**src/rtl/quad_generator.sv**
```systemverilog
// quad_generator: quadrature transmitter that emulates a rotary encoder.
// It accepts a target over a valid/ready handshake. It then walks A/B along the
// shortest modular path until a matching decoder reads the target. Each phase is
// held for HOLD_CYCLES enabled clocks so that the debouncers see clean levels.
//
// Ports:
//   clk        clock
//   reset      synchronous, active-high reset
//   ce         clock enable for the hold timer (tie high for full rate)
//   cmd_valid  target offered
//   cmd_ready  idle and able to accept a target
//   cmd_target requested final position
//   a, b       quadrature outputs, taken directly from flops
//   position   count the decoder will read once the current phase settles
//   busy       stepping in progress
//   done       one-clock pulse when a command completes
module quad_generator #(
  parameter int unsigned WIDTH       = 8,
  parameter int unsigned HOLD_CYCLES = 16
) (
  input  logic             clk,
  input  logic             reset,
  input  logic             ce,
  input  logic             cmd_valid,
  output logic             cmd_ready,
  input  logic [WIDTH-1:0] cmd_target,
  output logic             a,
  output logic             b,
  output logic [WIDTH-1:0] position,
  output logic             busy,
  output logic             done
);

  typedef enum logic [0:0] {StIdle, StRun} state_e;

  localparam logic [15:0]      HoldLast = 16'(HOLD_CYCLES - 1);
  localparam logic [WIDTH-1:0] Half     = {1'b1, {(WIDTH-1){1'b0}}};
  localparam logic [WIDTH-1:0] One      = {{(WIDTH-1){1'b0}}, 1'b1};

  state_e           state;
  logic [WIDTH-1:0] target;
  logic             dir_fwd;
  logic [15:0]      timer;

  logic [WIDTH-1:0] diff;
  logic             accept;
  logic [1:0]       phase;
  logic [1:0]       next_phase;
  logic             at_even;

  always_comb begin
    diff   = cmd_target - position;
    accept = (state == StIdle) && cmd_valid && cmd_ready;
    // Gray sequence 00,10,11,01 maps to phase index {b, a^b}.
    phase      = {b, a ^ b};
    next_phase = dir_fwd ? phase + 2'd1 : phase - 2'd1;
    at_even    = (a == b);
  end

  always_ff @(posedge clk) begin
    if (reset) begin
      state     <= StIdle;
      a         <= 1'b0;
      b         <= 1'b0;
      position  <= '0;
      target    <= '0;
      dir_fwd   <= 1'b1;
      timer     <= '0;
      busy      <= 1'b0;
      done      <= 1'b0;
      cmd_ready <= 1'b0;
    end else begin
      done <= 1'b0;
      case (state)
        StIdle: begin
          cmd_ready <= 1'b1;
          busy      <= 1'b0;
          if (accept) begin
            target <= cmd_target;
            if (diff == '0) begin
              done <= 1'b1;
            end else begin
              // An exact half-circle tie goes forward.
              dir_fwd   <= (diff <= Half);
              timer     <= '0;
              state     <= StRun;
              cmd_ready <= 1'b0;
              busy      <= 1'b1;
            end
          end
        end
        StRun: begin
          if (ce) begin
            if (timer == HoldLast) begin
              timer <= '0;
              a     <= next_phase[1] ^ next_phase[0];
              b     <= next_phase[1];
              if (at_even) begin
                // Leaving an even phase is where the decoder counts.
                position <= dir_fwd ? position + One : position - One;
              end else if (position == target) begin
                // Landing on an even phase with the count already at target.
                state     <= StIdle;
                busy      <= 1'b0;
                cmd_ready <= 1'b1;
                done      <= 1'b1;
              end
            end else begin
              timer <= timer + 16'd1;
            end
          end
        end
        default: state <= StIdle;
      endcase
    end
  end

endmodule
```
**config.mk**
```make
export PLATFORM = sky130hd
export DESIGN_NAME = quad_generator
export DESIGN_NICKNAME = d
export VERILOG_FILES = /design/src/rtl/quad_generator.sv
export SDC_FILE = /design/constraint.sdc
export NUM_CORES = 1
export LEC_CHECK = 0
export CAP_MARGIN = 20
export CORE_ASPECT_RATIO = 1.2
export CORE_UTILIZATION = 57
export CTS_CLUSTER_DIAMETER = 60
export CTS_CLUSTER_SIZE = 20
export DETAILED_ROUTE_END_ITERATION = 7
export PLACE_DENSITY = 0.8
export SYNTH_ARGS = -nofsm -noshare
export SYNTH_HDL_FRONTEND = slang
export SYNTH_SLANG_ARGS = --single-unit
```
**constraint.sdc**
```tcl
create_clock -name clk -period 2.9 [get_ports clk]
set_input_delay 0.58 -clock clk [delete_from_list [all_inputs] [get_ports clk]]
set_output_delay 0.58 -clock clk [all_outputs]
set_load 0.03 [all_outputs]
```
==> reports/qor.yml, run 1 <==
yosys:
  avgSynthCellArea_sq_um: 8.29
  synth_edf_count: 0
  async_flop_share: 0
  synthDistinctLibCells: 57
  postSynthCellCount: 313
  synth.yosys.seq_area_share: 0.301
  ys_warn_count: 0
  mapped_nets: 341
  synth-main-ff-cell: "sky130_fd_sc_hd__dfxtp_1"
  ys_ff_latch: 39
  syn_area_sq_mm: 0.00259
finish:
  num-nets-final: 381
  layout.core_utilization: 0.730
  fill_cells: 349
  layoutNonFillerInstCount: 410
  drive_gt1_frac: 0.138
  ant_cells: 0
  area.growth.synth_to_final_pct: 21.7
placed_design:
  place.detailed.hpwl_microns: 4590
  gpl.final_weighted_congestion: 0.850
  post_placement_cell_count: 402
  portBuffers: 24
cts:
  cts_setup_buffers: 0
  clockBufferDepth: 2
  clock_latency_on_the_worst_skew_pair_ns: 0.30
  cts.sink_count: 39
  cts_inserted_buffers: 5
  clkSlewWorstSetupHoldPaths_ns: 0.08
  clock_tree.htree_level_count: 2
  clockRootBuffer: "sky130_fd_sc_hd__clkbuf_8"
  tritoncts: "yes"
detailed_routing:
  total_via_count_in_the_routed_design: 2479
  antenna_left: 0
  drcViolationCount: 0
  wl_per_cell_microns: 15.7
  drt_iter0_drc: 137
  drtPass1Iterations: 4
  wl_microns: 6420
  detail_route.vias_per_cell: 6.05
setup_path:
  cp.arrival_ns: 3.05
  path_max_fanout: 10
  ff2ff_path_depth: 9
  required_ns: 3.10
  crit_path_end_kind: "flop"
  worst_r2r_start: "position[2]"
  worst-setup-path-type: "input port to flop"
  regToRegSetupSlack_ns: 0.44
  worst_setup_path_start_kind: "input port"
  r2r_end: "timer[5]"
sta:
  final.period_utilization: 0.982
  grt_setup_unrepaired: "true"
  final_period_minus_worst_setup_slack_ns: 2.85
  fmax_mhz: 351
  slew_viol_final: 0
  timing.slew.headroom: 0.482
  timing.clock.skew_ns: 0.0124
  tightestPinTransition_ns: 0.778
  hold_ws_ns: 0.473
  setup_violations: 0
  finalSetupTns_ns: 0
  timing_hold_violations_final: 0
power:
  power.density_cell_area_mw_per_mm2: 379
  swShare: 0.262
  clock_power_share: 0.383
  worst_ir_drop_vdd_mv: 0.313
  cellLeakagePower_nw: 1.18
  power.sequential.fraction: 0.465
  fin_total_pwr_mw: 1.20
  comb_power_share: 0.153
  cell_internal_pwr_mw: 0.883
  switchingPower_mw: 0.314
grt:
  grt_pass1_wl_microns: 10800
  grt_max_degree: 28
  number_of_antenna_violations_at_the_first_check_in_global_routing: 0
  grt_pass1_vias: 2469
  grt_util_all_layers: 0.278
  grt-ovfl-total: 0
floorplan:
  initial_core_util: 0.600
  core-area_sq_mm: 0.00433
  floorplan.io_pins: 25
  horizontal_extent_of_the_die_microns: 63.6
  row_count: 26
  floorplan.die.height_microns: 75.9
  total_die_area_sq_mm: 0.00483
hold_path:
  origin_of_the_worst_min_delay_path: "target[7]"
  worst_hold_path.endpoint: "target[7]"
  min_delay_worst_type: "flop to flop"
  hold_path_depth: 2
run:
  number_of_max_cap_violations: 0
run_status:
  outcome: "complete, no violations"
[synth_stat cells (all sizes together) (2+ instances only)]
cell    number  share of area
nand3        4         0.0077
a211oi       7          0.022
nand3b       5          0.014
or2          2         0.0048
a31o         2         0.0068
inv         12          0.017
o21a         4          0.012
o21ai        9          0.017
o211ai       6          0.017
nor3b        2         0.0058
a21oi       29          0.060
nor2        24          0.035
nor4         6          0.014
mux2i        5          0.019
and4         3          0.010
xnor2       17          0.057
a31oi        2         0.0048
nor3         6          0.012
a21o         5          0.015
o21bai       3         0.0087
nand4        5          0.012
nand2b       7          0.017
dfxtp       39           0.30
xor2         3          0.010
ha          14          0.068
nor2b        3          0.010
and3         5          0.012
buf          3         0.0053
fa           2          0.015
and2         5          0.012
clkbuf      11          0.016
o22ai        2         0.0048
a311oi       9          0.030
nand2       37          0.056
[registers in the layout, indices dropped and copies added, names as in the netlist]
| register | cells |
|---|---|
| timer | 16 |
| position | 8 |
| target | 8 |
| a | 1 |
| b | 1 |
| busy | 1 |
| cmd_ready | 1 |
| dir_fwd | 1 |
| done | 1 |
| state | 1 |
[worst max-delay path: stages]
cell	delay, ns
sky130_fd_sc_hd__clkdlybuf4s50_1	0.49
sky130_fd_sc_hd__inv_1	0.05
sky130_fd_sc_hd__ha_1	0.21
sky130_fd_sc_hd__fa_2	0.53
sky130_fd_sc_hd__nand2_1	0.07
sky130_fd_sc_hd__nor3b_1	0.20
sky130_fd_sc_hd__mux2i_1	0.14
sky130_fd_sc_hd__a221oi_4	0.21
sky130_fd_sc_hd__buf_6	0.16
sky130_fd_sc_hd__nand2_4	0.11
sky130_fd_sc_hd__a311oi_2	0.30
[final cells by class]
class	count	area (sq um)	share of cell area
Clock inverter	3	43.8	0.0139
Multi-Input combinational cell	248	1730	0.549
Tap cell	56	70.1	0.0222
Sequential cell	39	781	0.247
Timing Repair Buffer	47	417	0.132
Clock buffer	5	68.8	0.0218
Inverter	12	45.0	0.0143
[what timing repair did]
item | in CTS | in global routing
endpoints found under the hold margin | 0 | 0
hold buffers | 0 | 0
setup endpoints to repair | 0 | 17
resized for setup | 0 | 5
[power groups by stage]
stage	Clock, mW	Combinational, mW	Sequential, mW
2_1_floorplan	0	0.113	0.569
3_3_place_gp	0	0.174	0.569
3_5_place_dp	0	0.177	0.569
4_1_cts	0.462	0.178	0.556
5_1_grt	0.489	0.199	0.558
6_report	0.458	0.183	0.557
[worst max path at each step]
| stage | slack [ns] | cells past startpoint | to | start |
|---|---|---|---|---|
| after floorplan | 0.30 | 9 | timer[11] | cmd_target[0] |
| after global placement | -0.21 | 11 | timer[11] | cmd_target[0] |
| after detailed placement | -0.28 | 10 | timer[11] | cmd_target[0] |
| after CTS | 0.02 | 11 | timer[5] | cmd_target[0] |
| after global routing | -0.03 | 11 | timer[10] | cmd_target[0] |
| final | 0.05 | 11 | timer[5] | cmd_target[0] |
[cells in the final DEF, fill, tap and decap left out, types with 4 or more instances in the layout]
| master | n |
|---|---|
| sky130_fd_sc_hd__nor3_1 | 6 |
| sky130_fd_sc_hd__and2_1 | 5 |
| sky130_fd_sc_hd__dfxtp_1 | 39 |
| sky130_fd_sc_hd__a311oi_1 | 7 |
| sky130_fd_sc_hd__ha_1 | 14 |
| sky130_fd_sc_hd__and3_1 | 5 |
| sky130_fd_sc_hd__xnor2_1 | 17 |
| sky130_fd_sc_hd__o211ai_1 | 6 |
| sky130_fd_sc_hd__nand2b_1 | 7 |
| sky130_fd_sc_hd__o21ai_0 | 8 |
| sky130_fd_sc_hd__mux2i_1 | 5 |
| sky130_fd_sc_hd__nor2_1 | 24 |
| sky130_fd_sc_hd__buf_4 | 22 |
| sky130_fd_sc_hd__clkdlybuf4s50_1 | 24 |
| sky130_fd_sc_hd__clkbuf_8 | 5 |
| sky130_fd_sc_hd__nand4_1 | 5 |
| sky130_fd_sc_hd__inv_1 | 12 |
| sky130_fd_sc_hd__a211oi_1 | 5 |
| sky130_fd_sc_hd__a21o_1 | 4 |
| sky130_fd_sc_hd__nand2_1 | 36 |
| sky130_fd_sc_hd__nand3_1 | 4 |
| sky130_fd_sc_hd__nor4_1 | 6 |
| sky130_fd_sc_hd__nand3b_1 | 5 |
| sky130_fd_sc_hd__a21oi_1 | 28 |
[through the flow]
stage          setup slack [ns]  cell area, sq um
5_1_grt                 -0.0254              3160
2_1_floorplan             0.295              2590
4_1_cts                  0.0175              3140
3_3_place_gp             -0.210              3020
6_report                 0.0511              3160
3_5_place_dp             -0.280              3020
[metal layers]
metal / global-route usage / share of wire / vias up
li1: - / - / 1228
met3: 0.0467 / 0.040 / 16
met2: 0.514 / 0.51 / 62
met5: 0 / 0 / -
met1: 0.309 / 0.42 / 1173
met4: 0.102 / 0.023 / 0
[cell families after synthesis]
kind of cell,Yosys count,share of synthesized area
and+or+nand+nor,119,0.243
xor gates and xnor gates,20,0.0675
muxes,5,0.0193
adders and majority gates,16,0.0829
AOI/OAI and AO/OA,88,0.248
DFF,39,0.301
buffers and inverters,26,0.0386
Power figures use the tool's default switching activity.
==> inputs of run 2 (changes only) <==
Settings changed: REMOVE_ABC_BUFFERS set to 1.
==> run 2 against run 1 <==
Effect of this change:
- final area increased by 2.1%
- core utilization is 1.6 points higher
- die area unchanged
- critical path depth is 1 higher
- critical endpoint is now timer[1]
==> reports/qor.yml, run 2 (synthesized netlist as in run 1, its figures left out) <==
finish:
  fill_cells: 317  # was 349
  final_area_sq_mm: 0.00323  # was 0.00316 sq mm
  layoutNonFillerInstCount: 407  # was 410
  drive_gt1_frac: 0.148  # was 0.138
  layout.area.seq_sq_um: 781  # unchanged
  largest_reg_flops: 16  # unchanged
  top_register: "timer"  # unchanged
  num-nets-final: 378  # was 381
  multi_input_logic_area_sq_mm: 0.00178  # was 0.00173 sq mm
  mostFrequentLayoutCells: "sky130_fd_sc_hd__dfxtp_1, sky130_fd_sc_hd__nand2_1, sky130_fd_sc_hd__a21oi_1"  # unchanged
  ant_cells: 0  # unchanged
  final_common_cell: "sky130_fd_sc_hd__dfxtp_1"  # unchanged
  largest_registers_in_the_final_layout: "timer (16), position (8), target (8)"  # unchanged
  area.growth.synth_to_final_pct: 24.3  # was 21.7%
  layout.core_utilization: 0.746  # was 0.730
cts:
  tritoncts: "yes"  # unchanged
  clock_latency_on_the_worst_skew_pair_ns: 0.29  # was 0.30 ns
  clockRootBuffer: "sky130_fd_sc_hd__clkbuf_8"  # unchanged
  cts.sink_count: 39  # unchanged
  postCtsHoldBufs: 0  # unchanged
  clkSlewWorstSetupHoldPaths_ns: 0.08  # about the same
  clock_tree.htree_level_count: 2  # unchanged
  cts_setup_buffers: 0  # unchanged
  clockBufferDepth: 2  # unchanged
  cts_inserted_buffers: 5  # unchanged
detailed_routing:
  drt_iter0_drc: 172  # was 137
  antenna_left: 0  # unchanged
  detail_route.vias_per_cell: 6.00  # was 6.05
  total_via_count_in_the_routed_design: 2441  # was 2479
  wl_per_cell_microns: 15.0  # was 15.7 microns
  drcViolationCount: 0  # unchanged
  wl_microns: 6120  # was 6420 microns
  drtPass1Iterations: 4  # unchanged
placed_design:
  total_cell_area_at_the_placement_stage_sq_mm: 0.00303  # was 0.00302 sq mm
  post_placement_cell_count: 399  # was 402
  gpl.final_weighted_congestion: 0.832  # was 0.850
  place.detailed.hpwl_microns: 4330  # was 4590 microns
  portBuffers: 24  # unchanged
hold_path:
  min_delay_worst_type: "flop to flop"  # unchanged
power:
  power.density_cell_area_mw_per_mm2: 397  # was 379 mW/mm^2
  cellLeakagePower_nw: 1.17  # was 1.18 nW
  worst_ir_drop_vdd_mv: 0.304  # was 0.313 mV
  fin_total_pwr_mw: 1.28  # was 1.20 mW
floorplan:
  floorplan.die.height_microns: 75.9  # unchanged
  floorplan.io_pins: 25  # unchanged
  total_die_area_sq_mm: 0.00483  # unchanged
  horizontal_extent_of_the_die_microns: 63.6  # unchanged
  initial_core_util: 0.600  # unchanged
  row_count: 26  # unchanged
  core-area_sq_mm: 0.00433  # unchanged
grt:
  grt_util_all_layers: 0.272  # was 0.278
  grt_pass1_vias: 2384  # was 2469
  grt_pass1_wl_microns: 10500  # was 10800 microns
  grt-ovfl-total: 0  # unchanged
  number_of_antenna_violations_at_the_first_check_in_global_routing: 0  # unchanged
  grt_max_degree: 46  # was 28
setup_path:
  required_ns: 3.11  # was 3.10 ns
  worst-setup-path-type: "input port to flop"  # unchanged
  crit_path_end_kind: "flop"  # unchanged
  worst_setup_path_start_kind: "input port"  # unchanged
  cp.arrival_ns: 2.97  # was 3.05 ns
  path_max_fanout: 6  # was 10
run:
  number_of_max_cap_violations: 0  # unchanged
run_status:
  outcome: "complete, no violations"  # unchanged
sta:
  grt_setup_unrepaired: "false"  # was true
  timing_hold_violations_final: 0  # unchanged
  hold_ws_ns: 0.471  # was 0.473 ns
  tightestPinTransition_ns: 0.560  # was 0.778 ns
  setup_violations: 0  # unchanged
  timing.clock.skew_ns: 0.00815  # was 0.0124 ns
  final.period_utilization: 0.952  # was 0.982
  timing.slew.headroom: 0.626  # was 0.482
  slew_viol_final: 0  # unchanged
  fmax_mhz: 362  # was 351 MHz
  final_period_minus_worst_setup_slack_ns: 2.76  # was 2.85 ns
run 2: changes by cell type in the layout (fill, tap and decap cells not counted), moves of 2 or more:
cell | previous run | this run
sky130_fd_sc_hd__buf_4 | 22 | 17
sky130_fd_sc_hd__a311oi_1 | 7 | 3
sky130_fd_sc_hd__buf_12 | 0 | 2
sky130_fd_sc_hd__a311oi_2 | 2 | 6
run 2: path summary, 6_finish.rpt:
path,from,to,slack [ns],cells after the start
worst max-delay path,cmd_target[0],timer[1],0.14,12
worst min-delay path,target[7],target[7],0.47,2
worst max register to register,position[0],timer[1],0.38,10
worst min register to register,target[7],target[7],0.47,2
run 2: cell type report:
type                            count  share of cell area
Inverter                           12              0.0140
Clock inverter                      2              0.0186
Tap cell                           56              0.0217
Sequential cell                    39               0.242
Multi-Input combinational cell    248               0.551
Timing Repair Buffer               44               0.130
Clock buffer                        6              0.0225
run 2: layer usage:
layer	part of all wire	wire (microns)	GRT usage
met2	0.51	3120	0.483
met3	0.031	191	0.0407
met4	0.024	149	0.118
met5	0	0	0
met1	0.43	2660	0.315
run 2: what timing repair did:
action | CTS | global route
endpoints found under the setup margin | 0 | 17
gates resized for setup | 0 | 13
endpoints found under the hold margin | 0 | 0
run 2: per-stage QoR:
stage	worst slack, ns	TNS, ns
2_1_floorplan	0.295	0
3_3_place_gp	-0.218	-2.76
3_5_place_dp	-0.262	-3.82
4_1_cts	0.0285	0
5_1_grt	0.00281	0
6_report	0.139	0
run 2: report_power, final:
group | internal, mW | total, mW | leakage, nW | switching [mW]
Clock | 0.344 | 0.538 | 0.0654 | 0.194
Sequential | 0.546 | 0.557 | 0.316 | 0.0108
Combinational | 0.0839 | 0.187 | 0.785 | 0.103
Total | 0.974 | 1.28 | 1.17 | 0.308
run 2: worst max-delay path, stage by stage:
cell                              delay [ns]
sky130_fd_sc_hd__clkdlybuf4s50_1        0.47
sky130_fd_sc_hd__inv_1                  0.04
sky130_fd_sc_hd__ha_1                   0.21
sky130_fd_sc_hd__fa_2                   0.53
sky130_fd_sc_hd__nand2_2                0.06
sky130_fd_sc_hd__nor3b_2                0.19
sky130_fd_sc_hd__mux2i_2                0.11
sky130_fd_sc_hd__a221oi_4               0.24
sky130_fd_sc_hd__buf_12                 0.17
sky130_fd_sc_hd__a21oi_4                0.07
sky130_fd_sc_hd__buf_6                  0.15
sky130_fd_sc_hd__o22ai_1                0.16
==> inputs of run 3 (changes only) <==
Settings changed: ABC_AREA set to 1, CORE_UTILIZATION 57 to 58.
==> run 3 against run 2 <==
Effect of this change:
- count of clock-buffer cells in the layout is 1 lower
- critical path depth is 4 higher
- area after synthesis up 7.3%
- clock skew is 0.0059 ns higher
- register-to-register slack improved by 0.28 ns
- maximum frequency grew 4.0%
- wire length increased by 5.6%
- global-route usage is 0.71 points higher
- critical path type unchanged
- setup slack improved by 0.11 ns
- non-clock buffer count is 13 lower
- sequential share of layout area rose by 0.20 points
- final area shrank 0.81%
==> reports/qor.yml, run 3 <==
run_status:
  outcome: "complete, no violations"  # unchanged
sta:
  slew_viol_final: 0  # unchanged
  timing.clock.skew_ns: 0.0140  # was 0.00815 ns
  grt_setup_unrepaired: "false"  # unchanged
  fmax_mhz: 377  # was 362 MHz
  tightestPinTransition_ns: 0.567  # was 0.560 ns
  final_period_minus_worst_setup_slack_ns: 2.66  # was 2.76 ns
  timing_hold_violations_final: 0  # unchanged
  final.period_utilization: 0.916  # was 0.952
  hold_ws_ns: 0.481  # was 0.471 ns
  timing.slew.headroom: 0.622  # was 0.626
  finalSetupTns_ns: 0  # unchanged
  setup_violations: 0  # unchanged
finish:
  largest_registers_in_the_final_layout: "timer (16), position (8), target (8)"  # unchanged
  largest_reg_flops: 16  # unchanged
  drive_gt1_frac: 0.143  # was 0.148
  top_register: "timer"  # unchanged
  area.growth.synth_to_final_pct: 15.0  # was 24.3%
  ant_cells: 0  # unchanged
  final_common_cell: "sky130_fd_sc_hd__nand2_1"  # was sky130_fd_sc_hd__dfxtp_1
  num-nets-final: 448  # was 378
  final_area_sq_mm: 0.00320  # was 0.00323 sq mm
  mostFrequentLayoutCells: "sky130_fd_sc_hd__nand2_1, sky130_fd_sc_hd__inv_1, sky130_fd_sc_hd__nor2_1"  # was sky130_fd_sc_hd__dfxtp_1, sky130_fd_sc_hd__nand2_1, sky130_fd_sc_hd__a21oi_1
floorplan:
  horizontal_extent_of_the_die_microns: 65.2  # was 63.6 microns
  initial_core_util: 0.606  # was 0.600
  core-area_sq_mm: 0.00459  # was 0.00433 sq mm
  floorplan.io_pins: 25  # unchanged
  row_count: 27  # was 26
  total_die_area_sq_mm: 0.00508  # was 0.00483 sq mm
  floorplan.die.height_microns: 77.9  # was 75.9 microns
power:
  worst_ir_drop_vdd_mv: 0.234  # was 0.304 mV
  power.sequential.fraction: 0.459  # was 0.434
  cellLeakagePower_nw: 1.27  # was 1.17 nW
  swShare: 0.284  # was 0.240
  comb_power_share: 0.162  # was 0.146
  switchingPower_mw: 0.352  # was 0.308 mW
  cell_internal_pwr_mw: 0.888  # was 0.974 mW
  clock_power_share: 0.379  # was 0.420
  power.density_cell_area_mw_per_mm2: 387  # was 397 mW/mm^2
detailed_routing:
  wl_microns: 6460  # was 6120 microns
  wl_per_cell_microns: 13.5  # was 15.0 microns
  met2WireLength_microns: 3340  # was 3120 microns
  drt_iter0_drc: 187  # was 172
  antenna_left: 0  # unchanged
  maxUsedRoutingLayer: "met4"  # unchanged
  total_met3_wirelength_after_detailed_routing_microns: 276  # was 191 microns
  total_via_count_in_the_routed_design: 2634  # was 2441
  detail_route.vias_per_cell: 5.50  # was 6.00
  wirelength_met1_microns: 2700  # was 2660 microns
  drtPass1Iterations: 4  # unchanged
  drcViolationCount: 0  # unchanged
cts:
  clockBufferDepth: 2  # unchanged
  cts_inserted_buffers: 5  # unchanged
  tritoncts: "yes"  # unchanged
  cts.sink_count: 39  # unchanged
  clock_latency_on_the_worst_skew_pair_ns: 0.30  # was 0.29 ns
  clock_tree.htree_level_count: 2  # unchanged
  clkSlewWorstSetupHoldPaths_ns: 0.08  # about the same
  clockRootBuffer: "sky130_fd_sc_hd__clkbuf_8"  # unchanged
  post_cts_resize_count: 0  # unchanged
  cts_setup_buffers: 0  # unchanged
  postCtsHoldBufs: 0  # unchanged
grt:
  grt_pass1_vias: 2532  # was 2384
  grt_max_degree: 21  # was 46
  grt-ovfl-total: 0  # unchanged
  number_of_antenna_violations_at_the_first_check_in_global_routing: 0  # unchanged
  grt_pass1_wl_microns: 11100  # was 10500 microns
  grt_util_all_layers: 0.279  # was 0.272
hold_path:
  min_delay_worst_type: "flop to flop"  # unchanged
run:
  number_of_max_cap_violations: 0  # unchanged
yosys:
  synth_top_cells_by_count: "sky130_fd_sc_hd__nand2_1, sky130_fd_sc_hd__inv_1, sky130_fd_sc_hd__nor2_1, sky130_fd_sc_hd__dfxtp_1, sky130_fd_sc_hd__nand3_1"  # was sky130_fd_sc_hd__dfxtp_1, sky130_fd_sc_hd__nand2_1, sky130_fd_sc_hd__a21oi_1, sky130_fd_sc_hd__nor2_1, sky130_fd_sc_hd__xnor2_1
  synth_edf_count: 0  # unchanged
  avgSynthCellArea_sq_um: 7.10  # was 8.29 sq um
  synth.yosys.seq_area_share: 0.280  # was 0.301
  synthDistinctLibCells: 37  # was 57
  synthDominantCellAreaShare: 0.280  # was 0.301
  ys_warn_count: 0  # unchanged
  synth-main-ff-cell: "sky130_fd_sc_hd__dfxtp_1"  # unchanged
  ys_top_cells_by_area: "sky130_fd_sc_hd__dfxtp_1, sky130_fd_sc_hd__nand2_1, sky130_fd_sc_hd__ha_1"  # was sky130_fd_sc_hd__dfxtp_1, sky130_fd_sc_hd__ha_1, sky130_fd_sc_hd__xnor2_1
  netlist.top_cell.by_area: "sky130_fd_sc_hd__dfxtp_1"  # unchanged
  postSynthCellCount: 392  # was 313
  yosys.cell_count.top_type: "sky130_fd_sc_hd__nand2_1"  # was sky130_fd_sc_hd__dfxtp_1
  syn_area_sq_mm: 0.00278  # was 0.00259 sq mm
  ys_ff_latch: 39  # unchanged
  async_flop_share: 0  # unchanged
placed_design:
  gpl.final_weighted_congestion: 0.868  # was 0.832
  place.detailed.hpwl_microns: 4910  # was 4330 microns
  total_cell_area_at_the_placement_stage_sq_mm: 0.00309  # was 0.00303 sq mm
  portBuffers: 24  # unchanged
setup_path:
  cp.arrival_ns: 2.90  # was 2.97 ns
  required_ns: 3.14  # was 3.11 ns
  worst-setup-path-type: "input port to flop"  # unchanged
  path_max_fanout: 9  # was 6
  crit_path_end_kind: "flop"  # unchanged
  worst_setup_path_start_kind: "input port"  # unchanged
## run 3: changes by cell type in the layout (fill, tap and decap cells not counted), moves of 7 or more
cell	delta
sky130_fd_sc_hd__nand2_1	+35
sky130_fd_sc_hd__inv_1	+31
sky130_fd_sc_hd__nand3_1	+29
sky130_fd_sc_hd__nor2_1	+17
sky130_fd_sc_hd__nand2_2	+13
sky130_fd_sc_hd__o21ai_0	+12
sky130_fd_sc_hd__buf_4	-11
sky130_fd_sc_hd__xnor2_1	-10
sky130_fd_sc_hd__a21oi_2	+9
sky130_fd_sc_hd__xor2_1	+9
sky130_fd_sc_hd__nand2b_1	-7
sky130_fd_sc_hd__nand3_2	+7
## run 3: critical path, stage by stage
cell and delay, ns:
sky130_fd_sc_hd__clkdlybuf4s50_1 0.46, sky130_fd_sc_hd__inv_1 0.06, sky130_fd_sc_hd__ha_1 0.22, sky130_fd_sc_hd__fa_1 0.36, sky130_fd_sc_hd__inv_1 0.08, sky130_fd_sc_hd__nand2_1 0.07
sky130_fd_sc_hd__nand2_1 0.08, sky130_fd_sc_hd__nand3_1 0.06, sky130_fd_sc_hd__nand2_1 0.08, sky130_fd_sc_hd__nand3_1 0.12, sky130_fd_sc_hd__nor2_4 0.14, sky130_fd_sc_hd__nand3_4 0.11
sky130_fd_sc_hd__nand2_8 0.13, sky130_fd_sc_hd__buf_4 0.16, sky130_fd_sc_hd__nand3_2 0.08, sky130_fd_sc_hd__a21oi_2 0.13
## run 3: layer usage
metal | vias up | global-route usage
met5 | - | 0
met3 | 17 | 0.0485
met4 | 0 | 0.0935
li1 | 1345 | -
met1 | 1205 | 0.317
met2 | 67 | 0.510
## run 3: cell families after synthesis
| logic type | after synthesis | synth area share |
|---|---|---|
| compound gates | 67 | 0.140 |
| xor+xnor | 19 | 0.0598 |
| fa+ha+maj | 16 | 0.0773 |
| buf+inv | 55 | 0.0872 |
| flops | 39 | 0.280 |
| simple gates | 196 | 0.356 |
## run 3: power by group through the flow
stage	clock, mW	combinational, mW	sequential (mW)
global route	0.500	0.225	0.571
finish	0.470	0.201	0.569
CTS	0.472	0.199	0.568
global placement	0	0.193	0.580
detailed placement	0	0.198	0.581
floorplan	0	0.129	0.581
## run 3: final timing paths
check        depth (start not counted)           from  slack (ns)         to
max reg2reg                         13    position[0]        0.66  timer[13]
min reg2reg                          2      target[5]        0.48  target[5]
max                                 16  cmd_target[0]        0.24  timer[13]
min                                  2      target[5]        0.48  target[5]
## run 3: layout make-up
class,instances,area [sq um]
timing repair buffer,31,305
sequential,39,781
fill,405,1390
tap,58,72.6
clock buffer,5,68.8
multi-input combinational,298,1760
inverter,45,169
clock inverter,3,43.8
## run 3: per-stage QoR
stage                     utilization  power, mW  setup WS, ns  cells
after global routing            0.697       1.30        0.0677    479
after detailed placement        0.672      0.779       -0.0529    471
final                           0.697       1.24         0.245    479
after floorplan                     -      0.710         0.554    382
after CTS                       0.697       1.24         0.259    479
after global placement          0.672      0.774        0.0382    471
